[src/rtl/noc_arb_pkg.sv]
// Shared types and helpers for the round-robin grant arbiter.
// Vectors are searched through a fixed 32-bit window, so N_INPUT may be at most 32.
package noc_arb_pkg;

  typedef enum logic {ARB_IDLE, ARB_GRANT} arb_state_e;

  localparam int ARB_MAX_N = 32;

  // Lowest set bit index; returns 0 for an all-zero vector (callers gate on |vec).
  function automatic int first_set_idx(input logic [ARB_MAX_N-1:0] vec);
    int idx;
    idx = 0;
    for (int i = ARB_MAX_N - 1; i >= 0; i--) begin
      if (vec[i]) idx = i;
    end
    return idx;
  endfunction

endpackage

[src/rtl/rr_grant_arbiter_if.sv]
// Request/grant bundle between requester ports and the grant consumer.
// The slave modport is the arbiter's view of the bundle.
interface rr_grant_arbiter_if #(
  parameter int N_INPUT = 2
);
  localparam int N_INPUT_WIDTH = (N_INPUT > 1) ? $clog2(N_INPUT) : 1;

  logic [N_INPUT-1:0]       req_i;
  logic                     grant_ready_i;
  logic                     grant_valid_o;
  logic [N_INPUT-1:0]       grant_o;
  logic [N_INPUT_WIDTH-1:0] grant_idx_o;
  logic [N_INPUT_WIDTH-1:0] ptr_o;

  modport master (
    output req_i, grant_ready_i,
    input  grant_valid_o, grant_o, grant_idx_o, ptr_o
  );

  modport slave (
    input  req_i, grant_ready_i,
    output grant_valid_o, grant_o, grant_idx_o, ptr_o
  );
endinterface

[src/rtl/left_circular_rotate.sv]
// Rotates the request vector so that bit k of the result is request (amt + k) mod N_INPUT.
// The priority pointer therefore lands at bit 0 and the encoder simply looks for the lowest set bit.
module left_circular_rotate #(
  parameter int N_INPUT       = 2,
  parameter int N_INPUT_WIDTH = 1
) (
  input  logic [N_INPUT-1:0]       vec,
  input  logic [N_INPUT_WIDTH-1:0] amt,
  output logic [N_INPUT-1:0]       rot
);
  localparam logic [N_INPUT_WIDTH:0] N_EXT = (N_INPUT_WIDTH + 1)'(N_INPUT);

  logic [N_INPUT_WIDTH:0] pos;

  always_comb begin
    rot = '0;
    pos = '0;
    for (int k = 0; k < N_INPUT; k++) begin
      pos = {1'b0, amt} + (N_INPUT_WIDTH + 1)'(k);
      if (pos >= N_EXT) pos = pos - N_EXT;
      rot[k] = vec[pos[N_INPUT_WIDTH-1:0]];
    end
  end

endmodule

[src/rtl/rr_grant_arbiter.sv]
// Registered round-robin arbiter: picks the first requester at or after the pointer,
// holds the grant until accepted, and re-arbitrates on the accepting edge for back-to-back grants.
module rr_grant_arbiter
  import noc_arb_pkg::*;
#(
  parameter int N_INPUT = 2
) (
  input  logic              clk,
  input  logic              rstn,
  rr_grant_arbiter_if.slave bus
);
  localparam int                     W     = (N_INPUT > 1) ? $clog2(N_INPUT) : 1;
  localparam logic [W:0]             N_EXT = (W + 1)'(N_INPUT);
  localparam logic [W-1:0]           LAST  = W'(N_INPUT - 1);

  arb_state_e         state, state_nxt;
  logic [W-1:0]       ptr, ptr_nxt;
  logic [W-1:0]       idx_q;
  logic [N_INPUT-1:0] grant_q;
  logic               load;
  logic               any_req;
  logic [N_INPUT-1:0] rot;
  logic [W-1:0]       first;
  logic [W:0]         sum;
  logic [W-1:0]       win_idx;

  assign any_req = |bus.req_i;

  // The rotation uses the post-accept pointer so a back-to-back winner already excludes
  // the requester just served (unless it is the only one asking).
  left_circular_rotate #(
    .N_INPUT       (N_INPUT),
    .N_INPUT_WIDTH (W)
  ) u_rotate (
    .vec (bus.req_i),
    .amt (ptr_nxt),
    .rot (rot)
  );

  assign first   = W'(first_set_idx(ARB_MAX_N'(rot)));
  assign sum     = {1'b0, ptr_nxt} + {1'b0, first};
  assign win_idx = (sum >= N_EXT) ? W'(sum - N_EXT) : sum[W-1:0];

  always_comb begin
    state_nxt = state;
    ptr_nxt   = ptr;
    load      = 1'b0;
    case (state)
      ARB_IDLE: begin
        if (any_req) begin
          load      = 1'b1;
          state_nxt = ARB_GRANT;
        end
      end
      ARB_GRANT: begin
        if (bus.grant_ready_i) begin
          ptr_nxt = (idx_q == LAST) ? '0 : idx_q + 1'b1;
          if (any_req) load = 1'b1;
          else         state_nxt = ARB_IDLE;
        end
      end
      default: state_nxt = ARB_IDLE;
    endcase
  end

  always_ff @(posedge clk or negedge rstn) begin
    if (!rstn) begin
      state   <= ARB_IDLE;
      ptr     <= '0;
      idx_q   <= '0;
      grant_q <= '0;
    end else begin
      state <= state_nxt;
      ptr   <= ptr_nxt;
      if (load) begin
        idx_q   <= win_idx;
        grant_q <= N_INPUT'(1) << win_idx;
      end else if (state_nxt == ARB_IDLE) begin
        grant_q <= '0;
      end
    end
  end

  assign bus.grant_valid_o = (state == ARB_GRANT);
  assign bus.grant_o       = grant_q;
  assign bus.grant_idx_o   = idx_q;
  assign bus.ptr_o         = ptr;

  a_grant_onehot0: assert property (@(posedge clk) disable iff (!rstn) $onehot0(grant_q));

  a_grant_matches_idx: assert property (@(posedge clk) disable iff (!rstn)
    (state == ARB_GRANT) |-> (grant_q == (N_INPUT'(1) << idx_q)));

  a_grant_stable: assert property (@(posedge clk) disable iff (!rstn)
    ((state == ARB_GRANT) && !bus.grant_ready_i) |=>
      ((state == ARB_GRANT) && $stable(grant_q) && $stable(idx_q)));

  a_ptr_range: assert property (@(posedge clk) disable iff (!rstn) (ptr <= LAST));

endmodule
[src/flat_wrapper.sv]
// flat-port wrapper written by rule: the top's interface ports become plain ports
module rr_grant_arbiter_flat import noc_arb_pkg::*;
#(
  parameter int N_INPUT = 2
)
  (clk, rstn, bus_req_i, bus_grant_ready_i, bus_grant_valid_o, bus_grant_o, bus_grant_idx_o, bus_ptr_o);
  rr_grant_arbiter_if #(.N_INPUT(N_INPUT)) bus_i ();
  input  logic clk;
  input  logic rstn;
  input wire logic [$bits(bus_i.req_i)-1:0] bus_req_i;
  input wire logic [$bits(bus_i.grant_ready_i)-1:0] bus_grant_ready_i;
  output wire logic [$bits(bus_i.grant_valid_o)-1:0] bus_grant_valid_o;
  output wire logic [$bits(bus_i.grant_o)-1:0] bus_grant_o;
  output wire logic [$bits(bus_i.grant_idx_o)-1:0] bus_grant_idx_o;
  output wire logic [$bits(bus_i.ptr_o)-1:0] bus_ptr_o;
  assign bus_i.req_i = bus_req_i;
  assign bus_i.grant_ready_i = bus_grant_ready_i;
  assign bus_grant_valid_o = bus_i.grant_valid_o;
  assign bus_grant_o = bus_i.grant_o;
  assign bus_grant_idx_o = bus_i.grant_idx_o;
  assign bus_ptr_o = bus_i.ptr_o;
  rr_grant_arbiter #(.N_INPUT(N_INPUT)) u_core (.clk(clk), .rstn(rstn), .bus(bus_i));
endmodule
[config.mk]
export PLATFORM = sky130hd
export DESIGN_NAME = rr_grant_arbiter_flat
export DESIGN_NICKNAME = d
export VERILOG_FILES = /design/src/rtl/noc_arb_pkg.sv /design/src/rtl/rr_grant_arbiter_if.sv /design/src/rtl/left_circular_rotate.sv /design/src/rtl/rr_grant_arbiter.sv /design/src/flat_wrapper.sv
export SDC_FILE = /design/constraint.sdc
export NUM_CORES = 1
export LEC_CHECK = 0
export ABC_AREA = 1
export CORE_AREA = 2 2 39 41
export DETAILED_ROUTE_END_ITERATION = 8
export DIE_AREA = 0 0 41 43
export MAX_ROUTING_LAYER = met4
export PLACE_DENSITY_LB_ADDON = 0.08
export RECOVER_POWER = 100
export SLEW_MARGIN = 20
export SYNTH_ARGS = -nofsm -noshare
export SYNTH_HDL_FRONTEND = slang
export SYNTH_SLANG_ARGS = --single-unit
[constraint.sdc]
create_clock -name clk -period 1.3 [get_ports clk]
set_input_delay 0.13 -clock clk [delete_from_list [all_inputs] [get_ports clk]]
set_output_delay 0.13 -clock clk [all_outputs]
set_load 0.01 [all_outputs]
; ---- Yosys cells after proc, flatten, opt, wreduce, memory -nomap -nowiden
; Cells that the tools add are included.
; W data, S select, Z words.
[totals]
word_cells = 38
output_inout_bits = 5
regBits = 5
[classes]
n_bitwise = 1
mux = 19
n_shift = 1
addsub = 6
reduce_logical = 1
n_lt_le_gt_ge = 5
eq_ne = 1
[ops]
columns = cell, n
row1 = $mux W1, 15
row2 = $ge A2 B2 Y1 const B, 2
row3 = $lt A1 B2 Y1 const B, 2
row4 = $mux W2, 2
row5 = $pmux W1 S2, 2
row6 = $sub A1 B1 Y1 const B, 3
row7 = $add A1 B1 Y2, 1
row8 = $add A1 B1 Y2 const B, 1
row9 = $ge A1 B2 Y1 const B, 1
row10 = $ne A2 B2 Y1 const B, 1
row11 = $reduce_or A2 Y1, 1
row12 = $shl A1 B1 Y2 const A, 1
row13 = $add A1 B1 Y1 const B, 1
row14 = $not A1 Y1, 1

; ---- Depth between registers and ports, before layout
[logic_depth]
ltp_word = 16
ltp_mapped = 7
ltp_nobuf = 7

; ---- By module
; Synthesis repeated with hierarchy kept, for this count alone.
[hier_totals]
cells_unflattened = 39
area_unflattened_um2 = 269.0
[modules_own_cells]
columns = mod, seq_area_each_um2, area_each_um2, instances, cells_per_inst
row1 = rr_grant_arbiter, 125.1, 242.7, 1, 32
row2 = left_circular_rotate, 0.0, 26.3, 1, 7

; ---- Worst setup path after synthesis
; Ideal clock, no wire load.
[synth_timing]
path_kind = flip-flop to flip-flop
startpoint = register u_core.state, in the netlist u_core.bus.grant_valid_o
endpoint = register u_core.idx_q, in the netlist u_core.bus.grant_idx_o
arrival_time_ns = 0.788
stages_incl_launch_ff = 6
setup_slack_ns = 0.391
cell_sequence = dfrtp_1 inv_1 nor2_2 nor2_1 nand3_1 nand2_1
[synth_between]
elab_chain_len = 11
[synth_rtl]
columns = item, line_no
row1 = start: declaration, rr_grant_arbiter.sv:16  ; arb_state_e state, state_nxt;
row2 = start signal: assignment, rr_grant_arbiter.sv:73  ; state <= state_nxt;
row3 = $mux W1, rr_grant_arbiter.sv:48  ; case (state)
row4 = $add A1 B1 Y2, left_circular_rotate.sv:19  ; pos = {1'b0, amt} + (N_INPUT_WIDTH + 1)'(k);
row5 = $ge A2 B2 Y1 or $sub A1 B1 Y1 (tied branches), left_circular_rotate.sv:20  ; if (pos >= N_EXT) pos = pos - N_EXT;
row6 = $mux W1, left_circular_rotate.sv:20
row7 = $mux W1 (implied by the code) (2 in series), left_circular_rotate.sv:21  ; rot[k] = vec[pos[N_INPUT_WIDTH-1:0]];
row8 = $mux W1 (2 in series), noc_arb_pkg.sv:14  ; if (vec[i]) idx = i;
row9 = $add A1 B1 Y2, rr_grant_arbiter.sv:41  ; assign sum = {1'b0, ptr_nxt} + {1'b0, first};
row10 = $ge A2 B2 Y1 or $sub A1 B1 Y1 (tied branches), rr_grant_arbiter.sv:42  ; assign win_idx = (sum >= N_EXT) ? W'(sum - N_EXT) : sum[W-1:0];
row11 = $mux W1, rr_grant_arbiter.sv:42
row12 = end signal: assignment, rr_grant_arbiter.sv:76  ; idx_q <= win_idx;
row13 = end: declaration, rr_grant_arbiter.sv:18  ; logic [W-1:0] idx_q;
; Parallel ways exist; a longest one is shown, timed or not. The select of a mux whose other input is x is not followed.
; A chain may end at the register's enable or synchronous reset.

; ---- Final worst setup path
[layout_timing]
startpoint = register u_core.grant_q[1], in the netlist u_core.bus.grant_o[1]
endpoint = output bus_grant_o[1]
[layout_rtl]
columns = item, line_no
row1 = start: declaration, rr_grant_arbiter.sv:19  ; logic [N_INPUT-1:0] grant_q;
row2 = start signal: assignment, rr_grant_arbiter.sv:77  ; grant_q <= N_INPUT'(1) << win_idx;
row3 = end: declaration, flat_wrapper.sv:13  ; output wire logic [$bits(bus_i.grant_o)-1:0] bus_grant_o;
; No word-level cell between the ends.

==> results.py <==
metrics = {
    "status": {
        "status": "finished clean",
    },
    "pwr": {
        "clkPwrFrac_pct": 37.3,
        "peakVddDrop_uv": 496,
        "pwr-share-seq_pct": 39.4,
        "leakage_nw": 0.184,
        "p_int_mw": 0.357,
        "p_sw_share_pct": 27.6,
        "p_switching_mw": 0.136,
        "p_per_area_mw_per_mm2": 1370,
        "p_comb_share_pct": 23.3,
    },
    "route": {
        "drtIter0Drc": 0,
        "drc": 0,
        "via_per_inst": 3.74,
        "routedWlPerCell_um": 8.93,
        "num_vias": 217,
        "drt-total-wl_um": 518,
        "ant_nets": 0,
        "detail_route.first_pass.iterations": 1,
    },
    "sta": {
        "clock-skew-final_ns": 0.00492,
        "post-route-period-util_pct": 95.8,
        "hold_viol": 0,
        "fin_crit_ns": 1.25,
        "tightestPinTransition_ns": 0.258,
        "slew_headroom_pct": 82.7,
        "rsz0062_at_grt": "no",
        "setup_violations": 0,
        "slew_violations": 0,
        "fin_setup_tns_ns": 0,
        "fmax_mhz": 803,
    },
    "clocking": {
        "clock_latency_ns": 0.25,
        "htree_levels": 1,
        "clock_path_buffers": 2,
        "clock_sinks": 5,
        "cts_buffers": 3,
        "root_buffer": "clkbuf_4",
        "clkTransAtPathRegs_ns": 0.05,
        "cts_tree": "yes",
    },
    "synthesis": {
        "synth_seq_cells": 5,
        "synth_cell_type_count": 8,
        "yosys.area.top_type": "dfrtp_1",
        "syn-mean-instance-area_um2": 7.77,
        "syn_inst": 29,
        "yosys-top-cells-count": "12 x nand2_1, 5 x dfrtp_1, 4 x inv_1",
        "synth_top_cells_by_area": "dfrtp_1 56%, nand2_1 20%, inv_1 6.7%",
        "synth_ff_type": "dfrtp_1",
        "ys_seq_area_share_pct": 55.6,
        "syn_area_um2": 225,
        "synth_nets": 34,
        "yosysWarnings": 0,
        "synth.most_common_cell": "nand2_1",
        "yosysTopAreaCellShare_pct": 55.6,
        "synth-async-reset-ratio_pct": 100,
        "synth_edf_count": 0,
    },
    "final_layout": {
        "n_fill_cell": 153,
        "final_cells": 58,
        "syn2layout_area_growth_pct": 60.0,
        "final_core_util_pct": 26.0,
        "drive_gt1_share_pct": 9.52,
        "antenna_cells": 0,
        "num-nets-final": 48,
    },
    "place": {
        "place.port_buffers": 9,
        "gp_congestion": 0.712,
        "dpl.cell_count": 54,
    },
    "critical_path": {
        "path_cells": "clkdlybuf4s50_1",
        "cp.arrival_ns": 1.12,
        "crit_type": "flop to primary output",
        "cp-end-kind": "primary output",
        "cp.buffers_inverters": 1,
        "cp_top_family": "buffers and inverters",
        "crit_fanout": 2,
        "critPathMaxStageDelay_ns": 0.54,
        "critPathSlowestCell": "clkdlybuf4s50_1",
        "startpoint_type": "flop",
        "crit_required_ns": 1.17,
    },
    "die": {
        "die_h_um": 43,
        "rows": 14,
        "pin_count": 10,
        "core_area_mm2": 0.00138,
        "fp.dieW_um": 41,
        "dieArea_mm2": 0.00176,
        "initial_utilization_pct": 16.3,
    },
    "global_routing": {
        "overflow": 0,
        "grt_pass1_vias": 226,
        "grt_max_degree": 6,
        "grt_pass1_wl_um": 855,
        "grt_usage_pct": 7.76,
        "antenna_found_initial": 0,
    },
    "hold_path": {
        "hp-class": "primary input to async pin",
    },
    "run": {
        "drv_cap": 0,
    },
}
==> state kept, by name, summed over array words and instances (netlist names) <==
register                  count
u_core.bus.grant_idx_o        1
u_core.bus.grant_valid_o      1
u_core.bus.grant_o            2
u_core.bus.ptr_o              1
==> power groups by stage <==
stage               Clock, mW  Sequential (mW)  Combinational [mW]
floorplan                   0            0.208              0.0387
global placement            0            0.196               0.125
detailed placement          0            0.197               0.124
CTS                     0.197            0.195               0.124
global route            0.204            0.198               0.130
finish                  0.184            0.194               0.115
==> logic make-up (layout without fill, tap and decap cells) <==
family	after synthesis	count (layout)	synth area share, %
AND/OR/NAND/NOR	18	18	33.3
AO/OA/AOI/OAI	2	2	4.44
buffers and inverters	4	17	6.66
flip-flops	5	5	55.6
==> metrics by stage <==
step | power [mW] | hold slack (ns) | instance area [µm²] | setup WS, ns
5_1_grt | 0.532 | 0.194 | 360 | 0.00136
3_3_place_gp | 0.321 | 0.383 | 335 | 0.101
2_1_floorplan | 0.246 | -0.166 | 225 | 0.391
3_5_place_dp | 0.322 | 0.383 | 335 | 0.100
6_report | 0.493 | 0.186 | 360 | 0.0547
4_1_cts | 0.515 | 0.114 | 360 | 0.0138
==> routing by layer <==
layer  GRT usage [%]  part of all wire [%]
met1            8.82                    42
met2            10.3                    46
met3            6.28                    11
met4            2.00                     0
met5               -                     0
==> cells in the final DEF, fill, tap and decap left out <==
cell type	synthesis	final
nor2_1	2	2
clkdlybuf4s25_1	0	2
o21ai_0	2	2
clkdlybuf4s50_1	0	3
nor2_2	1	1
dlygate4sd3_1	0	3
clkbuf_1	0	1
or2_1	1	1
nand3_1	2	2
dlygate4sd2_1	0	1
dfrtp_1	5	5
clkbuf_4	0	3
inv_1	4	4
nand2_1	12	12
==> timing repair <==
item,4_1_cts,5_1_grt
pin swaps,0,0
gates resized for setup,1,2
endpoints found under the setup margin,1,2
setup buffers,0,0
hold buffers,0,0
hold endpoints to repair,0,0
gates cloned,0,0
==> worst paths after layout <==
path / endpoint / slack [ns] / depth (start not counted) / startpoint
worst max-delay path: bus_grant_o[1] / 0.05 / 1 / u_core.bus.grant_o[1]
worst min-delay path: u_core.bus.ptr_o / 0.19 / 1 / rstn
worst max register to register: u_core.bus.grant_o[1] / 0.35 / 5 / u_core.bus.grant_valid_o
worst min register to register: u_core.bus.grant_o[0] / 0.48 / 2 / u_core.bus.grant_o[0]
max in group asynchronous: u_core.bus.grant_idx_o / 0.90 / 1 / rstn
min in group clk: u_core.bus.grant_o[0] / 0.48 / 2 / u_core.bus.grant_o[0]
==> layout make-up <==
cell class              instances  area [µm²]  share of cell area, %
well taps                      16        20.0                   5.56
flip-flops and latches          5         125                   34.7
clock buffers                   4        26.3                   7.29
inverters                       4        15.0                   4.17
repair buffers                  9        88.8                   24.7
multi-input cells              20        85.1                   23.6
Note: power is estimated with default switching activity, not from simulation.
==> RTL edit, RTL diff (same flow settings) <==
Make the reset (`rstn`) synchronous in one clocked block.
--- a/src/rtl/rr_grant_arbiter.sv
+++ b/src/rtl/rr_grant_arbiter.sv
@@ -63,7 +63,7 @@
     endcase
   end
 
-  always_ff @(posedge clk or negedge rstn) begin
+  always_ff @(posedge clk) begin
     if (!rstn) begin
       state   <= ARB_IDLE;
       ptr     <= '0;
Formal check against the unedited RTL: differs if rstn is asserted again (counterexample within 4 cycles, from zero or initial values and one cycle with rstn low); with rstn held inactive, the same outputs for 10 cycles.
==> RTL edit against the original RTL <==
Register-to-register slack worse by 0.14 ns; power is 10% lower; final cell count is 3.4% higher; synthesized area is 3.3% higher; global-route usage is 0.28 points higher; sequential cell count stayed put; clock power hardly changed; utilization is 0.090 points lower; design area is 0.35% lower; die area stayed put; hold slack better by 0.28 ns; sequential share of layout area is 6.8 points lower; setup slack better by 0.016 ns; routed wire length is 3.3% lower; critical path type unchanged; largest power group is now the clock network.
==> RTL edit: results (changes against the original RTL) <==
\begin{tabular}{lr}
\hline
Metric & Value \\
\hline
\multicolumn{2}{l}{\textbf{Final layout}} \\
\quad Multi-input combinational cell count & 21 (+5.0\%) \\
\quad Area of the multi-input gates & 103.9 µm² (+22\%) \\
\quad Non-clock inverter count in the final layout & 5 (+1) \\
\quad Data buffer area share & 25.09\% (+0.43 points) \\
\quad Sequential portion of the cell area & 27.87\% (-6.8 points) \\
\quad Number of nets in the finished design & 50 (+4.2\%) \\
\quad Clock network share of area & 7.317\% (+0.025 points) \\
\quad Fraction of final layout cells sized beyond drive strength 1 & 18.18\% (+8.7 points) \\
\multicolumn{2}{l}{\textbf{Setup path}} \\
\quad Source of the critical timing path & u\_core.bus.grant\_o[0] \\
\quad FF-to-FF End & u\_core.bus.grant\_idx\_o \\
\quad Worst Path Arrival & 1.10 ns (-0.02 ns) \\
\quad R2R Path Start & u\_core.bus.grant\_valid\_o \\
\quad Capturing instance or port of the critical path & bus\_grant\_o[0] \\
\multicolumn{2}{l}{\textbf{STA}} \\
\quad Worst clock skew & 0.003966 ns (-0.0009507 ns) \\
\quad Fin worst setup slack & 0.07027 ns (+0.01560 ns) \\
\quad Hold slack & 0.4606 ns (+0.2751 ns) \\
\multicolumn{2}{l}{\textbf{Logic synthesis}} \\
\quad Distinct cell type count of the synthesized netlist & 12 (+4) \\
\quad Synth cell count leaders & nand2\_1 (6), dfxtp\_1 (5), inv\_1 (5) \\
\quad Post-synth ARST share & 0\% (-100 points) \\
\multicolumn{2}{l}{\textbf{Status}} \\
\quad Run status & finished clean \\
\multicolumn{2}{l}{\textbf{Placed design}} \\
\quad Weighted congestion at the end of routability-driven global placement & 0.7147 (+0.37\%) \\
\quad Number of placed instances, taps included & 56 (+3.7\%) \\
\multicolumn{2}{l}{\textbf{Worst hold path}} \\
\quad Hold Crit Class & reg -> reg \\
\multicolumn{2}{l}{\textbf{Routing}} \\
\quad Average detailed-routed wire length per instance & 8.350 µm (-6.5\%) \\
\quad Initial DRT Pass Iterations & 2 (+1) \\
\quad Number of design-rule violations left by the first detailed-router iteration & 8 (+8) \\
\multicolumn{2}{l}{\textbf{Global route}} \\
\quad Via count of the first global-routing pass & 201 (-11\%) \\
\quad Overall track demand over capacity in global routing & 8.033\% (+0.28 points) \\
\quad Pin count of the biggest net entering global routing & 5 (-1) \\
\multicolumn{2}{l}{\textbf{Power}} \\
\quad P\_leak & 0.1529 nW (-17\%) \\
\quad Maximum vdd drop & 281.0 µV (-43\%) \\
\hline
\end{tabular}
RTL edit: cell types whose count changed after synthesis, moves of 2 or more:
| cell | unedited run | this run |
|---|---|---|
| a21oi_1 | 0 | 3 |
| dfrtp_1 | 5 | 0 |
| dfxtp_1 | 0 | 5 |
| nand2_1 | 12 | 6 |
| nand2_2 | 0 | 3 |
| o21ai_0 | 2 | 0 |
RTL edit: where the power goes:
group,internal (mW),total (mW),switching (mW)
Clock,0.116,0.184,0.0678
Sequential,0.167,0.174,0.00751
Combinational,0.0444,0.0846,0.0401
RTL edit: metal layers:
metal / wire (µm) / global-route usage [%] / up-vias
met4: 14 / 12.00 / 0
li1: - / - / 122
met3: 29 / 1.571 / 2
met2: 232 / 8.438 / 7
met1: 223 / 9.677 / 92
met5: 0 / - / -
RTL edit: cell families (layout without fill, tap and decap cells):
kind of cell	after synthesis	after routing	synth area share [%]
AO/OA/AOI/OAI	5	5	12.36
buffers and inverters	5	18	8.065
flip-flops	5	5	43.01
AND/OR/NAND/NOR	16	16	36.56
